**src/rtl/wb_dma_qpwr_ctrl.sv**
```systemverilog
// Q-channel power-down sequencer: idle detect -> quiesce handshake -> clock gate -> wake/exit.
// Outputs decode from the state register or come straight from flops; optional watchdog under WB_DMA_QPWR_TIMEOUT_EN.
// No backpressure: device responses are waited for indefinitely and wake events act on the next edge.
module wb_dma_qpwr_ctrl #(
  parameter int NDEV    = 2,
  parameter int IDLE_W  = 8,
  parameter int TIMEOUT = 64
) (
  input  logic              clk_i,
  input  logic              rst_ni,
  input  logic              en_i,
  input  logic [IDLE_W-1:0] idle_thresh_i,
  input  logic [NDEV-1:0]   wake_i,
  input  logic [NDEV-1:0]   qacceptn_i,
  input  logic [NDEV-1:0]   qdeny_i,
  output logic [NDEV-1:0]   qreqn_o,
  output logic              clk_en_o,
  output logic              stopped_o,
  output logic [7:0]        deny_cnt_o,
  output logic [2:0]        state_o,
  output logic              err_o
);

  typedef enum logic [2:0] {
    RUN     = 3'd0,
    REQ     = 3'd1,
    STOPPED = 3'd2,
    EXIT    = 3'd3,
    DENY    = 3'd4
  } state_t;

  state_t            state, state_nxt;
  logic [IDLE_W-1:0] idle_cnt;
  logic [7:0]        deny_cnt;
  logic              any_wake, all_acc, any_deny, all_up, idle_go;

  assign any_wake = |wake_i;
  assign all_acc  = ~|qacceptn_i;
  assign any_deny = |qdeny_i;
  assign all_up   = &qacceptn_i;
  assign idle_go  = (idle_cnt >= idle_thresh_i) && !any_wake && en_i;

  always_ff @(posedge clk_i or negedge rst_ni) begin
    if (!rst_ni) state <= EXIT;
    else         state <= state_nxt;
  end

  always_comb begin
    state_nxt = state;
    case (state)
      RUN:     if (idle_go) state_nxt = REQ;
      // deny wins over a simultaneous full accept; wake is ignored until a response arrives
      REQ:     if (any_deny) state_nxt = DENY;
               else if (all_acc) state_nxt = STOPPED;
      STOPPED: if (any_wake || !en_i) state_nxt = EXIT;
      EXIT:    if (all_up) state_nxt = RUN;
      DENY:    if (!any_deny && all_up) state_nxt = RUN;
      default: state_nxt = EXIT;
    endcase
  end

  always_comb begin
    qreqn_o   = (state == REQ || state == STOPPED) ? '0 : '1;
    clk_en_o  = (state != STOPPED);
    stopped_o = (state == STOPPED);
    state_o   = state;
  end

  // Idle count only lives in RUN, so every re-entry to RUN starts from zero.
  always_ff @(posedge clk_i or negedge rst_ni) begin
    if (!rst_ni) begin
      idle_cnt <= '0;
    end else if (state == RUN && !any_wake && en_i) begin
      if (idle_cnt != '1) idle_cnt <= idle_cnt + 1'b1;
    end else begin
      idle_cnt <= '0;
    end
  end

  always_ff @(posedge clk_i or negedge rst_ni) begin
    if (!rst_ni)                                          deny_cnt <= '0;
    else if (state == REQ && any_deny && deny_cnt != 8'hFF) deny_cnt <= deny_cnt + 8'd1;
  end

  assign deny_cnt_o = deny_cnt;

`ifdef WB_DMA_QPWR_TIMEOUT_EN
  localparam int WD_W = $clog2(TIMEOUT + 1);

  logic [WD_W-1:0] wd_cnt;
  logic            err_q;
  logic            wd_active;

  assign wd_active = (state == REQ || state == EXIT || state == DENY) && (state_nxt == state);

  // Flags only; the FSM keeps waiting so the handshake stays legal.
  always_ff @(posedge clk_i or negedge rst_ni) begin
    if (!rst_ni) begin
      wd_cnt <= '0;
      err_q  <= 1'b0;
    end else begin
      if (!wd_active)                      wd_cnt <= '0;
      else if (wd_cnt != WD_W'(TIMEOUT))   wd_cnt <= wd_cnt + 1'b1;
      if (wd_active && wd_cnt == WD_W'(TIMEOUT - 1)) err_q <= 1'b1;
    end
  end

  assign err_o = err_q;
`else
  logic [31:0] timeout_unused;
  assign timeout_unused = TIMEOUT;
  assign err_o = 1'b0;
`endif

endmodule

```
**config.mk**
```make
export PLATFORM = sky130hd
export DESIGN_NAME = wb_dma_qpwr_ctrl
export DESIGN_NICKNAME = d
export VERILOG_FILES = /design/src/rtl/wb_dma_qpwr_ctrl.sv
export SDC_FILE = /design/constraint.sdc
export NUM_CORES = 1
export LEC_CHECK = 0
export CAP_MARGIN = 40
export CORE_MARGIN = 1
export CORE_UTILIZATION = 34
export CTS_CLUSTER_SIZE = 10
export DETAILED_ROUTE_END_ITERATION = 8
export GPL_TIMING_DRIVEN = 0
export PLACE_DENSITY_LB_ADDON = 0.08
export REMOVE_ABC_BUFFERS = 1
export SLEW_MARGIN = 5
export SYNTH_ARGS = -nofsm -noshare
export SYNTH_HDL_FRONTEND = slang
export SYNTH_SLANG_ARGS = --single-unit
export TNS_END_PERCENT = 1
```
**constraint.sdc**
```tcl
create_clock -name clk_i -period 1.7 [get_ports clk_i]
set_input_delay 0.34 -clock clk_i [delete_from_list [all_inputs] [get_ports clk_i]]
set_output_delay 0.34 -clock clk_i [all_outputs]
set_load 0.02 [all_outputs]
```
==> results of run 1 <==
==> metal layers <==
| metal | vias to the layer above | share of wire |
|---|---|---|
| met5 | - | 0 |
| met4 | 0 | 0.0048 |
| met3 | 2 | 0.044 |
| met2 | 20 | 0.48 |
| met1 | 508 | 0.47 |
| li1 | 521 | - |
==> metrics by stage <==
step	setup TNS (ns)	area (sq um)
floorplan	-0.0339	1180
global placement	-2.13	1550
detailed placement	-2.58	1560
CTS	-0.652	1600
global route	-0.390	1610
finish	-0.128	1610
==> cells by family after synthesis <==
family / after synthesis
AO/OA/AOI/OAI: 23
XOR/XNOR: 10
adder cells (fa/ha/maj): 10
buffers and inverters: 13
flip-flops: 19
multiplexers: 2
other: 1
AND/OR/NAND/NOR: 47
==> sequential cells by signal (all words and copies together), names as in the netlist <==
signal / cells
idle_cnt: 8
state_o: 3
deny_cnt_o: 8
==> critical path, cell delays in order (launching register included) <==
cell	delay [ns]
dfstp_2	0.55
or3b_4	0.38
buf_2	0.17
==> where the power goes <==
part / switching (W) / internal (W) / total (W)
sequential: 0.0000123 / 0.000461 / 0.000474
clock: 0.000143 / 0.0000913 / 0.000234
combinational: 0.0000639 / 0.0000716 / 0.000136
==> cell usage after synthesis, drive strengths merged <==
library cell,instances,share of area
ha,10,0.10
buf,4,0.026
a311oi,1,0.012
o311a,1,0.0083
nor2,8,0.025
a211oi,2,0.021
nand3,7,0.029
o211ai,2,0.012
nand4,4,0.021
and3,5,0.026
nor4b,1,0.0072
conb,1,0.0031
xor2,3,0.022
a221o,1,0.0083
or4,1,0.0062
or3b,1,0.0072
mux2i,1,0.0083
inv,9,0.028
xnor2,7,0.051
mux2,1,0.0093
dfrtp,17,0.35
a21oi,3,0.012
o31ai,1,0.0062
nand2,8,0.025
nor3,2,0.012
or2,2,0.010
a31oi,5,0.026
nand2b,2,0.010
a21boi,1,0.0062
nor2b,1,0.0052
and4,2,0.014
o21ai,5,0.021
a21o,1,0.0062
dfstp,2,0.043
nor4,3,0.016
==> path summary, 6_finish.rpt <==
| kind | startpoint | endpoint | slack, ns | cells past startpoint |
|---|---|---|---|---|
| hold reg to reg | deny_cnt_o[6] | deny_cnt_o[6] | 0.52 | 1 |
| setup reg to reg | deny_cnt_o[0] | deny_cnt_o[1] | 0.05 | 4 |
| setup / recovery | state_o[1] | clk_en_o | -0.04 | 2 |
| hold / removal | rst_ni | idle_cnt[5] | 0.20 | 1 |
| max in group asynchronous | rst_ni | state_o[1] | 1.09 | 2 |
| min in group clk_i | deny_cnt_o[6] | deny_cnt_o[6] | 0.52 | 1 |
==> cell type report <==
type                            instances  share of cell area
Multi-Input combinational cell         93               0.430
Sequential cell                        19               0.298
Timing Repair Buffer                   33               0.199
Tap cell                               46              0.0358
Inverter                                9              0.0210
Clock buffer                            4              0.0163
==> timing repair <==
action | in CTS | in global routing
setup buffers | 1 | 0
resized for setup | 20 | 19
setup endpoints to repair | 16 | 16
pin swaps | 2 | 0
==> impl_results.html, run 1 <==
<table>
<tr><th>Metric</th><th>Value</th></tr>
<tr><th colspan="2">Run status</th></tr>
<tr><td>Outcome</td><td>finished with violations</td></tr>
<tr><td>Violated checks</td><td>setup timing</td></tr>
<tr><th colspan="2">Place</th></tr>
<tr><td>Number of input and output port buffers inserted</td><td>31</td></tr>
<tr><td>Estimated wirelength of the detail-placed design</td><td>approximately 1900 um</td></tr>
<tr><td>Placer Congestion</td><td>0.733</td></tr>
<tr><td>Placed cell count</td><td>~200</td></tr>
<tr><td>Pre-CTS setup slack</td><td>-0.353 ns</td></tr>
<tr><th colspan="2">Flow run</th></tr>
<tr><td># Max-Cap Violations</td><td>0</td></tr>
<tr><th colspan="2">Detailed routing</th></tr>
<tr><td>Number of nets with antenna violations after detailed routing</td><td>0</td></tr>
<tr><td>Final routed wirelength across all metal layers</td><td>roughly 2500 um</td></tr>
<tr><td>First-pass detailed-route iteration total</td><td>4</td></tr>
<tr><td>Average wire length per cell after detail routing</td><td>~12 um</td></tr>
<tr><td>Detailed Route Iter0 Violations</td><td>24</td></tr>
<tr><td>Total vias in the final route</td><td>about 1100</td></tr>
<tr><td>Post-DR vias/cell</td><td>between 5 and 6</td></tr>
<tr><td>DRC Markers</td><td>0</td></tr>
<tr><th colspan="2">Global route</th></tr>
<tr><td>GRT met2 Usage</td><td>0.241</td></tr>
<tr><td>Antenna violations before repair</td><td>0</td></tr>
<tr><td>Most heavily used metal layer in global routing</td><td>met2</td></tr>
<tr><td>Global router's overall resource usage</td><td>0.148</td></tr>
<tr><td>Number of global-route vias before repair</td><td>950</td></tr>
<tr><td>Wire length of the first global-routing pass</td><td>4200 um</td></tr>
<tr><td>Global-route met3 utilization</td><td>0.0504</td></tr>
<tr><td>Maximum number of pins on one net before global-route repair</td><td>19</td></tr>
<tr><td>Global route total overflow</td><td>0</td></tr>
<tr><td>Met1 track demand over resource in global routing</td><td>0.197</td></tr>
<tr><th colspan="2">Yosys</th></tr>
<tr><td>Avg Inst Size Synth</td><td>approximately 9.7 sq um</td></tr>
<tr><td>Cells after Synth</td><td>125</td></tr>
<tr><td>Post-synthesis compound-gate area fraction</td><td>0.140</td></tr>
<tr><td>Number of different library cells in the post-synthesis netlist</td><td>39</td></tr>
<tr><td>Proportion of synthesized area in mux cells</td><td>0.0176</td></tr>
<tr><td>Warnings from Yosys</td><td>0</td></tr>
<tr><td>Adder-Cell Fraction of Synth Area</td><td>0.104</td></tr>
<tr><td>Share of the synthesized netlist area taken by xor and xnor gates</td><td>0.0725</td></tr>
<tr><td>Yosys reg bits</td><td>19</td></tr>
<tr><td>Netlist area before placement</td><td>approximately 1200 sq um</td></tr>
<tr><td>Simple-gate share of the synthesized area</td><td>0.214</td></tr>
<tr><td>Dominant combinational cell family by area after synthesis</td><td>simple AND/OR/NAND/NOR gates</td></tr>
<tr><td>Portion of the post-synthesis area used by sequential elements</td><td>0.395</td></tr>
<tr><th colspan="2">Layout</th></tr>
<tr><td>Area used by sequential logic in the layout</td><td>~480 sq um</td></tr>
<tr><td>Nets@finish</td><td>~190</td></tr>
<tr><td>Highest-count cells in the layout ignoring fill and taps</td><td>dfrtp_1, clkdlybuf4s50_1, ha_1</td></tr>
<tr><td>Share of the core filled with cells in the final layout</td><td>0.478</td></tr>
<tr><td>Share of final-layout standard cells stronger than drive strength 1</td><td>0.146</td></tr>
<tr><td>Area of combinational cells with multiple inputs</td><td>692 sq um</td></tr>
<tr><td>Antenna fix cells</td><td>0</td></tr>
<tr><td>Layout Cells excl Fill</td><td>about 200</td></tr>
<tr><td>Layout overhead on the synthesized area</td><td>33.1%</td></tr>
<tr><td># fillers</td><td>350</td></tr>
<tr><th colspan="2">Clock tree</th></tr>
<tr><td>Later-pin clock latency in the skew report</td><td>0.30 ns</td></tr>
<tr><td>Clock Pin Slew Worst Setup and Hold Paths</td><td>between 0.1 and 0.15 ns</td></tr>
<tr><td>CTS sink cnt</td><td>19</td></tr>
<tr><td>Max Buffers Root-to-Sink</td><td>2</td></tr>
<tr><td>Clock tree from TritonCTS</td><td>built</td></tr>
<tr><td>H-Tree Level Count</td><td>1</td></tr>
<tr><td>Hold_buf cts</td><td>0</td></tr>
<tr><td>Inserted Clock Buffers</td><td>3</td></tr>
<tr><td>Clock root buffer</td><td>clkbuf_4</td></tr>
<tr><th colspan="2">STA</th></tr>
<tr><td>Clk_skew</td><td>around 0.0074 ns</td></tr>
<tr><td>Final worst setup slack</td><td>-0.0351 ns</td></tr>
<tr><td>Count of final max-slew check failures</td><td>0</td></tr>
<tr><td>Timing-limited maximum frequency</td><td>around 580 MHz</td></tr>
<tr><td>Hold slack final</td><td>0.195 ns</td></tr>
<tr><td>Final Setup Violations</td><td>4</td></tr>
<tr><td>Clock period minus worst slack</td><td>around 1.7 ns</td></tr>
<tr><td>Setup repair after global routing missed its margin</td><td>yes</td></tr>
<tr><td>Hold Vio Cnt, Final</td><td>0</td></tr>
<tr><td>Period utilization</td><td>1.02</td></tr>
<tr><th colspan="2">Setup path</th></tr>
<tr><td>Worst setup EP type</td><td>output pin</td></tr>
<tr><td>Kind of start point of the critical path</td><td>flip-flop</td></tr>
<tr><td>Maximum fanout encountered on the critical timing path</td><td>2</td></tr>
<tr><td>Critical path data required time</td><td>~1.4 ns</td></tr>
<tr><td>Category of the critical setup timing path</td><td>reg2out</td></tr>
<tr><td>Data arrival time of the critical path</td><td>about 1.4 ns</td></tr>
<tr><th colspan="2">Floorplan</th></tr>
<tr><td>Die Y-Extent</td><td>61.6 um</td></tr>
<tr><td>Placeable Area</td><td>between 3000 and 4000 sq um</td></tr>
<tr><td>Area enclosed by the die boundary</td><td>approximately 3800 sq um</td></tr>
<tr><td>Starting utilization of the core area</td><td>0.359</td></tr>
<tr><td># IOs</td><td>33</td></tr>
<tr><td>Die width</td><td>61.6 um</td></tr>
<tr><td>Std-Cell Rows</td><td>21</td></tr>
<tr><th colspan="2">Min path</th></tr>
<tr><td>Worst hold path class</td><td>in2async</td></tr>
<tr><th colspan="2">Power</th></tr>
<tr><td>Worst VDD drop</td><td>about 0.54 mV</td></tr>
<tr><td>Overall power</td><td>0.000844 W</td></tr>
<tr><td>PwrDens</td><td>approximately 520 nW/um^2</td></tr>
<tr><td>Static leakage</td><td>roughly 0.84 nW</td></tr>
</table>
Power figures use the tool's default switching activity.
==> run 2, diff against run 1 <==
ABC_AREA = 1   (was default)
==> impl_results.html, run 2 <==
<table>
<tr><th>Metric</th><th>Value</th></tr>
<tr><th colspan="2">Yosys</th></tr>
<tr><td>Yosys top cell area share</td><td>0.324 (was 0.352)</td></tr>
<tr><td>Top flip-flop cell by instance count after synthesis</td><td>dfrtp_1 (unchanged)</td></tr>
<tr><td>Fraction of registers with async set/reset</td><td>1.00 (unchanged)</td></tr>
<tr><td>Cells after Synth</td><td>173 (was 125)</td></tr>
<tr><td>Yosys reg bits</td><td>19 (unchanged)</td></tr>
<tr><td>Cell type with the highest aggregate area in the netlist</td><td>dfrtp_1 (unchanged)</td></tr>
<tr><td>Netlist area before placement</td><td>1310 sq um (was 1210 sq um)</td></tr>
<tr><td>Number of different library cells in the post-synthesis netlist</td><td>30 (was 39)</td></tr>
<tr><td>Top-count cell post-synth</td><td>nand2_1 (was dfrtp_1)</td></tr>
<tr><td>Warnings from Yosys</td><td>0 (unchanged)</td></tr>
<tr><td>Avg Inst Size Synth</td><td>7.59 sq um (was 9.67 sq um)</td></tr>
<tr><td>Most used standard cells in the synthesized netlist</td><td>nand2_1, inv_1, dfrtp_1, nor2_1, ha_1 (was dfrtp_1, ha_1, inv_1, nand2_1, nor2_1)</td></tr>
<tr><td>Top area cells in the synthesized netlist</td><td>dfrtp_1, nand2_1, ha_1 (was dfrtp_1, ha_1, xnor2_1)</td></tr>
<tr><td>Portion of the post-synthesis area used by sequential elements</td><td>0.364 (was 0.395)</td></tr>
<tr><td>Post-synth EDFFs</td><td>0 (unchanged)</td></tr>
<tr><th colspan="2">Power</th></tr>
<tr><td>Share of total power in the clock network</td><td>0.160 (was 0.278)</td></tr>
<tr><td>Net switching fraction of the power</td><td>0.421 (was 0.260)</td></tr>
<tr><td>Overall power</td><td>0.00196 W (was 0.000844 W)</td></tr>
<tr><td>Power share of the combinational group</td><td>0.489 (was 0.161)</td></tr>
<tr><td>Worst VDD drop</td><td>0.586 mV (was 0.539 mV)</td></tr>
<tr><td>PwrDens</td><td>1120 nW/um^2 (was 524 nW/um^2)</td></tr>
<tr><td>Fraction of power consumed by sequential logic</td><td>0.351 (was 0.562)</td></tr>
<tr><td>Static leakage</td><td>0.883 nW (was 0.838 nW)</td></tr>
<tr><td>Switch Pwr</td><td>0.000824 W (was 0.000219 W)</td></tr>
<tr><td>Int Pwr</td><td>0.00114 W (was 0.000624 W)</td></tr>
<tr><th colspan="2">STA</th></tr>
<tr><td>Hold slack final</td><td>0.401 ns (was 0.195 ns)</td></tr>
<tr><td>Final Setup Violations</td><td>0 (was 4)</td></tr>
<tr><td>Timing-limited maximum frequency</td><td>606 MHz (was 576 MHz)</td></tr>
<tr><td>Final worst setup slack</td><td>0.0501 ns (was -0.0351 ns)</td></tr>
<tr><td>Count of final max-slew check failures</td><td>0 (unchanged)</td></tr>
<tr><td>Clk_skew</td><td>0.00463 ns (was 0.00742 ns)</td></tr>
<tr><td>Hold Vio Cnt, Final</td><td>0 (unchanged)</td></tr>
<tr><td>Setup repair after global routing missed its margin</td><td>yes (unchanged)</td></tr>
<tr><td>Clock period minus worst slack</td><td>1.65 ns (was 1.74 ns)</td></tr>
<tr><td>Period utilization</td><td>0.971 (was 1.02)</td></tr>
<tr><th colspan="2">Setup path</th></tr>
<tr><td>Maximum fanout encountered on the critical timing path</td><td>4 (was 2)</td></tr>
<tr><td>Sequence of cells on the critical path</td><td>clkdlybuf4s50_1 (was or3b_4, buf_2)</td></tr>
<tr><td>Slowest cell delay on critical path</td><td>0.63 ns (was 0.55 ns)</td></tr>
<tr><td>Kind of start point of the critical path</td><td>flip-flop (unchanged)</td></tr>
<tr><td>Number of cells traversed by the worst register-to-register path</td><td>7 (was 4)</td></tr>
<tr><td>Slowest cell on crit path</td><td>clkdlybuf4s50_1 (was dfstp_2)</td></tr>
<tr><td>Critical path data required time</td><td>1.36 ns (about the same)</td></tr>
<tr><td>Top delay family on crit path</td><td>buffers and inverters (was flip-flops)</td></tr>
<tr><td>Number of stages on the worst setup path</td><td>1 (was 2)</td></tr>
<tr><td>Data arrival time of the critical path</td><td>1.31 ns (was 1.40 ns)</td></tr>
<tr><td>Worst setup EP type</td><td>output pin (unchanged)</td></tr>
<tr><td>Category of the critical setup timing path</td><td>reg2out (unchanged)</td></tr>
<tr><td>Sum of buffers and inverters on the critical path</td><td>1 (unchanged)</td></tr>
<tr><th colspan="2">Clock tree</th></tr>
<tr><td>Clock root buffer</td><td>clkbuf_8 (was clkbuf_4)</td></tr>
<tr><td>Hold_buf cts</td><td>0 (unchanged)</td></tr>
<tr><td>Later-pin clock latency in the skew report</td><td>0.25 ns (was 0.30 ns)</td></tr>
<tr><td>Max Buffers Root-to-Sink</td><td>2 (unchanged)</td></tr>
<tr><td>Inserted Clock Buffers</td><td>3 (unchanged)</td></tr>
<tr><td>Clock Pin Slew Worst Setup and Hold Paths</td><td>0.07 ns (was 0.11 ns)</td></tr>
<tr><td>CTS sink cnt</td><td>19 (unchanged)</td></tr>
<tr><td>Clock tree from TritonCTS</td><td>built (unchanged)</td></tr>
<tr><td>H-Tree Level Count</td><td>1 (unchanged)</td></tr>
<tr><th colspan="2">Detailed routing</th></tr>
<tr><td>Total vias in the final route</td><td>1187 (was 1051)</td></tr>
<tr><td>Final routed wirelength across all metal layers</td><td>2660 um (was 2520 um)</td></tr>
<tr><td>First-pass detailed-route iteration total</td><td>4 (unchanged)</td></tr>
<tr><td>Detailed Route Iter0 Violations</td><td>19 (was 24)</td></tr>
<tr><td>Number of nets with antenna violations after detailed routing</td><td>0 (unchanged)</td></tr>
<tr><td>Average wire length per cell after detail routing</td><td>10.3 um (was 12.4 um)</td></tr>
<tr><td>DRC Markers</td><td>0 (unchanged)</td></tr>
<tr><td>Post-DR vias/cell</td><td>4.60 (was 5.15)</td></tr>
<tr><th colspan="2">Floorplan</th></tr>
<tr><td>Std-Cell Rows</td><td>22 (was 21)</td></tr>
<tr><td>Die width</td><td>64.1 um (was 61.6 um)</td></tr>
<tr><td>Placeable Area</td><td>3690 sq um (was 3360 sq um)</td></tr>
<tr><td>Area enclosed by the die boundary</td><td>4110 sq um (was 3800 sq um)</td></tr>
<tr><td># IOs</td><td>33 (unchanged)</td></tr>
<tr><td>Die Y-Extent</td><td>64.1 um (was 61.6 um)</td></tr>
<tr><td>Starting utilization of the core area</td><td>0.356 (was 0.359)</td></tr>
<tr><th colspan="2">Min path</th></tr>
<tr><td>Worst hold path class</td><td>in2async (unchanged)</td></tr>
<tr><th colspan="2">Global route</th></tr>
<tr><td>Antenna violations before repair</td><td>0 (unchanged)</td></tr>
<tr><td>Wire length of the first global-routing pass</td><td>4710 um (was 4200 um)</td></tr>
<tr><td>Global route total overflow</td><td>0 (unchanged)</td></tr>
<tr><td>GRT met2 Usage</td><td>0.259 (was 0.241)</td></tr>
<tr><td>Most heavily used metal layer in global routing</td><td>met2 (unchanged)</td></tr>
<tr><td>Global-route met3 utilization</td><td>0.0214 (was 0.0504)</td></tr>
<tr><td>Maximum number of pins on one net before global-route repair</td><td>12 (was 19)</td></tr>
<tr><td>Global router's overall resource usage</td><td>0.145 (was 0.148)</td></tr>
<tr><td>Number of global-route vias before repair</td><td>1120 (was 950)</td></tr>
<tr><td>Met1 track demand over resource in global routing</td><td>0.173 (was 0.197)</td></tr>
<tr><th colspan="2">Layout</th></tr>
<tr><td>Area of all placed cells without fillers</td><td>1750 sq um (was 1610 sq um)</td></tr>
<tr><td>Antenna fix cells</td><td>0 (unchanged)</td></tr>
<tr><td>Highest-count cells in the layout ignoring fill and taps</td><td>nand2_1, inv_1, clkdlybuf4s50_1 (was dfrtp_1, clkdlybuf4s50_1, ha_1)</td></tr>
<tr><td>Layout overhead on the synthesized area</td><td>33.2% (was 33.1%)</td></tr>
<tr><td>Layout Cells excl Fill</td><td>258 (was 204)</td></tr>
<tr><td>Nets@finish</td><td>238 (was 186)</td></tr>
<tr><td>Share of final-layout standard cells stronger than drive strength 1</td><td>0.138 (was 0.146)</td></tr>
<tr><td>Most common cell after layout, fill and taps aside</td><td>nand2_1</td></tr>
<tr><th colspan="2">Place</th></tr>
<tr><td>Placed cell count</td><td>251 (was 199)</td></tr>
<tr><td>Pre-CTS setup slack</td><td>-0.258 ns (was -0.353 ns)</td></tr>
<tr><td>Total cell area at the placement stage</td><td>1680 sq um (was 1560 sq um)</td></tr>
<tr><td>Estimated wirelength of the detail-placed design</td><td>2170 um (was 1910 um)</td></tr>
<tr><td>Placer Congestion</td><td>0.805 (was 0.733)</td></tr>
<tr><td>Number of input and output port buffers inserted</td><td>31 (unchanged)</td></tr>
<tr><th colspan="2">Flow run</th></tr>
<tr><td># Max-Cap Violations</td><td>0 (unchanged)</td></tr>
<tr><th colspan="2">Run status</th></tr>
<tr><td>Outcome</td><td>finished clean (was finished with violations)</td></tr>
</table>
run 2: worst paths after layout:
check | start | endpoint | slack, ns
worst max-delay path | deny_cnt_o[6] | deny_cnt_o[6] | 0.05
worst min register to register | deny_cnt_o[5] | deny_cnt_o[5] | 0.53
worst max register to register | deny_cnt_o[1] | deny_cnt_o[4] | 0.25
max in group asynchronous | rst_ni | state_o[0] | 0.77
worst min-delay path | rst_ni | idle_cnt[1] | 0.40
min in group clk_i | deny_cnt_o[5] | deny_cnt_o[5] | 0.53
run 2: power groups by stage:
stage	clock network, W	registers [W]	logic, W
floorplan	0	0.000769	0.000479
global placement	0	0.000682	0.000951
detailed placement	0	0.000687	0.000982
CTS	0.000328	0.000686	0.000947
global route	0.000354	0.000703	0.00106
finish	0.000313	0.000687	0.000959
run 2: layout make-up:
type                    instances  area [sq um]
repair buffers                 35           330
flip-flops and latches         19           478
clock buffers                   3          41.3
inverters                      32           120
multi-input cells             120           713
clock inverters                 1          5.00
fillers                       389          1940
well taps                      48          60.1
run 2: stage by stage:
| step | setup TNS [ns] | utilization |
|---|---|---|
| after floorplan | -1.06 | - |
| after global placement | -1.04 | 0.452 |
| after detailed placement | -1.25 | 0.456 |
| after CTS | -0.0118 | 0.468 |
| after global routing | -0.0211 | 0.474 |
| final | 0 | 0.474 |
run 2: logic make-up after synthesis:
| family | synth area share |
|---|---|
| compound gates | 0.0810 |
| xor+xnor | 0.0334 |
| fa+ha+maj | 0.0953 |
| buf+inv | 0.103 |
| flops | 0.364 |
| other cells | 0.00286 |
| simple gates | 0.320 |
run 2: what timing repair did:
action / CTS / global route
pin swaps: 1 / 2
gates resized for setup: 20 / 5
setup endpoints to repair: 6 / 8
hold endpoints to repair: 0 / 0
buffers inserted: 2 / 1
run 2: metal layers:
metal	up-vias	part of all wire	routed length [um]
li1	619	-	-
met1	539	0.44	1170
met2	24	0.51	1350
met3	5	0.037	98
met4	0	0.014	38
met5	-	0	0
==> run 3, diff against run 2 <==
CAP_MARGIN = 5   (was 40)
CORE_UTILIZATION = 25   (was 34)
CTS_CLUSTER_DIAMETER = 50   (was default)
==> impl_results.html, run 3 (synthesis results as in run 2) <==
<table>
<tr><th>Metric</th><th>Value</th></tr>
<tr><th colspan="2">Detailed routing</th></tr>
<tr><td>Number of nets with antenna violations after detailed routing</td><td>0 (unchanged)</td></tr>
<tr><td>Total vias in the final route</td><td>1145 (was 1187)</td></tr>
<tr><td>Post-DR vias/cell</td><td>4.12 (was 4.60)</td></tr>
<tr><td>Final routed wirelength across all metal layers</td><td>2640 um (was 2660 um)</td></tr>
<tr><td>First-pass detailed-route iteration total</td><td>4 (unchanged)</td></tr>
<tr><td>Detailed Route Iter0 Violations</td><td>40 (was 19)</td></tr>
<tr><td>DRC Markers</td><td>0 (unchanged)</td></tr>
<tr><td>Average wire length per cell after detail routing</td><td>9.50 um (was 10.3 um)</td></tr>
<tr><th colspan="2">Layout</th></tr>
<tr><td>Layout overhead on the synthesized area</td><td>34.5% (was 33.2%)</td></tr>
<tr><td>Share of final-layout standard cells stronger than drive strength 1</td><td>0.120 (was 0.138)</td></tr>
<tr><td>Nets@finish</td><td>236 (was 238)</td></tr>
<tr><td>Area of all placed cells without fillers</td><td>1770 sq um (was 1750 sq um)</td></tr>
<tr><td>Antenna fix cells</td><td>0 (unchanged)</td></tr>
<tr><td>Most common cell after layout, fill and taps aside</td><td>nand2_1 (unchanged)</td></tr>
<tr><td>Highest-count cells in the layout ignoring fill and taps</td><td>nand2_1, inv_1, clkdlybuf4s50_1 (unchanged)</td></tr>
<tr><th colspan="2">Floorplan</th></tr>
<tr><td># IOs</td><td>33 (unchanged)</td></tr>
<tr><td>Starting utilization of the core area</td><td>0.259 (was 0.356)</td></tr>
<tr><td>Die Y-Extent</td><td>74.5 um (was 64.1 um)</td></tr>
<tr><td>Std-Cell Rows</td><td>26 (was 22)</td></tr>
<tr><td>Die width</td><td>74.5 um (was 64.1 um)</td></tr>
<tr><td>Area enclosed by the die boundary</td><td>5540 sq um (was 4110 sq um)</td></tr>
<tr><td>Placeable Area</td><td>5070 sq um (was 3690 sq um)</td></tr>
<tr><th colspan="2">Global route</th></tr>
<tr><td>Maximum number of pins on one net before global-route repair</td><td>20 (was 12)</td></tr>
<tr><td>Antenna violations before repair</td><td>0 (unchanged)</td></tr>
<tr><td>Global route total overflow</td><td>0 (unchanged)</td></tr>
<tr><td>Number of global-route vias before repair</td><td>1012 (was 1120)</td></tr>
<tr><td>Global router's overall resource usage</td><td>0.103 (was 0.145)</td></tr>
<tr><td>Wire length of the first global-routing pass</td><td>4420 um (was 4710 um)</td></tr>
<tr><th colspan="2">Min path</th></tr>
<tr><td>Number of instances on the worst hold path</td><td>1</td></tr>
<tr><td>Worst hold path class</td><td>reg2reg (was in2async)</td></tr>
<tr><th colspan="2">STA</th></tr>
<tr><td>Period utilization</td><td>0.969 (was 0.971)</td></tr>
<tr><td>Clk_skew</td><td>0.000411 ns (was 0.00463 ns)</td></tr>
<tr><td>Hold Vio Cnt, Final</td><td>0 (unchanged)</td></tr>
<tr><td>Tightest Pin Transition</td><td>0.904 ns</td></tr>
<tr><td>Timing-limited maximum frequency</td><td>607 MHz (was 606 MHz)</td></tr>
<tr><td>Count of final max-slew check failures</td><td>0 (unchanged)</td></tr>
<tr><td>Final Setup Violations</td><td>0 (unchanged)</td></tr>
<tr><td>Clock period minus worst slack</td><td>1.65 ns (about the same)</td></tr>
<tr><td>Worst slew margin relative to its limit</td><td>0.395</td></tr>
<tr><td>Setup repair after global routing missed its margin</td><td>yes (unchanged)</td></tr>
<tr><td>Hold slack final</td><td>0.514 ns (was 0.401 ns)</td></tr>
<tr><th colspan="2">Clock tree</th></tr>
<tr><td>Clock root buffer</td><td>clkbuf_8 (unchanged)</td></tr>
<tr><td>Clock Pin Slew Worst Setup and Hold Paths</td><td>0.07 ns (about the same)</td></tr>
<tr><td>Clock tree from TritonCTS</td><td>built (unchanged)</td></tr>
<tr><td>H-Tree Level Count</td><td>1 (unchanged)</td></tr>
<tr><td>Hold_buf cts</td><td>0 (unchanged)</td></tr>
<tr><td>Inserted Clock Buffers</td><td>3 (unchanged)</td></tr>
<tr><td>Max Buffers Root-to-Sink</td><td>2 (unchanged)</td></tr>
<tr><td>CTS sink cnt</td><td>19 (unchanged)</td></tr>
<tr><td>Later-pin clock latency in the skew report</td><td>0.25 ns (about the same)</td></tr>
<tr><th colspan="2">Setup path</th></tr>
<tr><td>Data arrival time of the critical path</td><td>1.31 ns (about the same)</td></tr>
<tr><td>Category of the critical setup timing path</td><td>reg2out (unchanged)</td></tr>
<tr><td>Sequence of cells on the critical path</td><td>nand3_4, nand2_1, inv_1, buf_2 (was clkdlybuf4s50_1)</td></tr>
<tr><td>Slowest cell on crit path</td><td>dfstp_2 (was clkdlybuf4s50_1)</td></tr>
<tr><td>Slowest cell delay on critical path</td><td>0.62 ns (was 0.63 ns)</td></tr>
<tr><td>Worst setup EP type</td><td>output pin (unchanged)</td></tr>
<tr><td>Critical path data required time</td><td>1.36 ns (about the same)</td></tr>
<tr><td>Number of cells traversed by the worst register-to-register path</td><td>11 (was 7)</td></tr>
<tr><td>Kind of start point of the critical path</td><td>flip-flop (unchanged)</td></tr>
<tr><td>Maximum fanout encountered on the critical timing path</td><td>6 (was 4)</td></tr>
<tr><th colspan="2">Place</th></tr>
<tr><td>Placer Congestion</td><td>0.775 (was 0.805)</td></tr>
<tr><td>Total cell area at the placement stage</td><td>1700 sq um (was 1680 sq um)</td></tr>
<tr><td>Number of input and output port buffers inserted</td><td>31 (unchanged)</td></tr>
<tr><td>Estimated wirelength of the detail-placed design</td><td>2110 um (was 2170 um)</td></tr>
<tr><th colspan="2">Flow run</th></tr>
<tr><td># Max-Cap Violations</td><td>0 (unchanged)</td></tr>
<tr><th colspan="2">Run status</th></tr>
<tr><td>Outcome</td><td>finished clean (unchanged)</td></tr>
<tr><th colspan="2">Power</th></tr>
<tr><td>Static leakage</td><td>0.894 nW (was 0.883 nW)</td></tr>
<tr><td>Worst VDD drop</td><td>0.516 mV (was 0.586 mV)</td></tr>
<tr><td>PwrDens</td><td>1090 nW/um^2 (was 1120 nW/um^2)</td></tr>
</table>
## run 3: path summary, 6_finish.rpt
path,startpoint,endpoint,slack [ns]
max in group asynchronous,rst_ni,state_o[2],0.55
worst max-delay path,state_o[0],qreqn_o[0],0.05
worst min-delay path,deny_cnt_o[4],deny_cnt_o[4],0.51
worst min register to register,deny_cnt_o[4],deny_cnt_o[4],0.51
min in group asynchronous,rst_ni,idle_cnt[1],0.60
worst max register to register,idle_cnt[3],state_o[0],0.27
## run 3: final cells by class
class | instances | area (sq um)
fillers | 563 | 3310
multi-input cells | 120 | 723
flip-flops and latches | 19 | 478
repair buffers | 33 | 312
inverters | 32 | 120
well taps | 70 | 87.6
clock buffers | 4 | 45.0
## run 3: timing repair
| action | in CTS | in global routing |
|---|---|---|
| resized for setup | 21 | 6 |
| setup buffers | 2 | 0 |
| pin swaps | 1 | 3 |
| endpoints found under the setup margin | 6 | 9 |
## run 3: metrics by stage
stage	util	power, W	std cells	setup TNS [ns]	setup slack, ns
final	0.348	0.00192	278	0	0.0529
after global routing	0.348	0.00209	278	-0.0520	-0.0261
after CTS	0.344	0.00195	278	-0.0617	-0.0251
after detailed placement	0.334	0.00165	272	-1.41	-0.289
after global placement	0.334	0.00165	272	-1.31	-0.240
after floorplan	-	0.00125	171	-1.06	-0.447
## run 3: worst max-delay path: cells and delay by family, from the launching register on
kind	cells	cell delay, ns
buf+inv	2	0.19
simple gates	2	0.24
flops	1	0.62
## run 3: metal layers
| layer | GRT usage | share of wire | vias up |
|---|---|---|---|
| met4 | 0.0398 | 0.0064 | 0 |
| met2 | 0.173 | 0.47 | 21 |
| met5 | 0 | 0 | - |
| met3 | 0.0217 | 0.051 | 2 |
| met1 | 0.129 | 0.47 | 509 |
| li1 | - | - | 613 |
## run 3: report_power, final
part	switching, W	leakage, nW	total (W)	internal (W)
logic	0.000532	0.621	0.000924	0.000391
clock network	0.000144	0.0228	0.000310	0.000166
registers	0.000124	0.250	0.000687	0.000562
total	0.000801	0.894	0.00192	0.00112
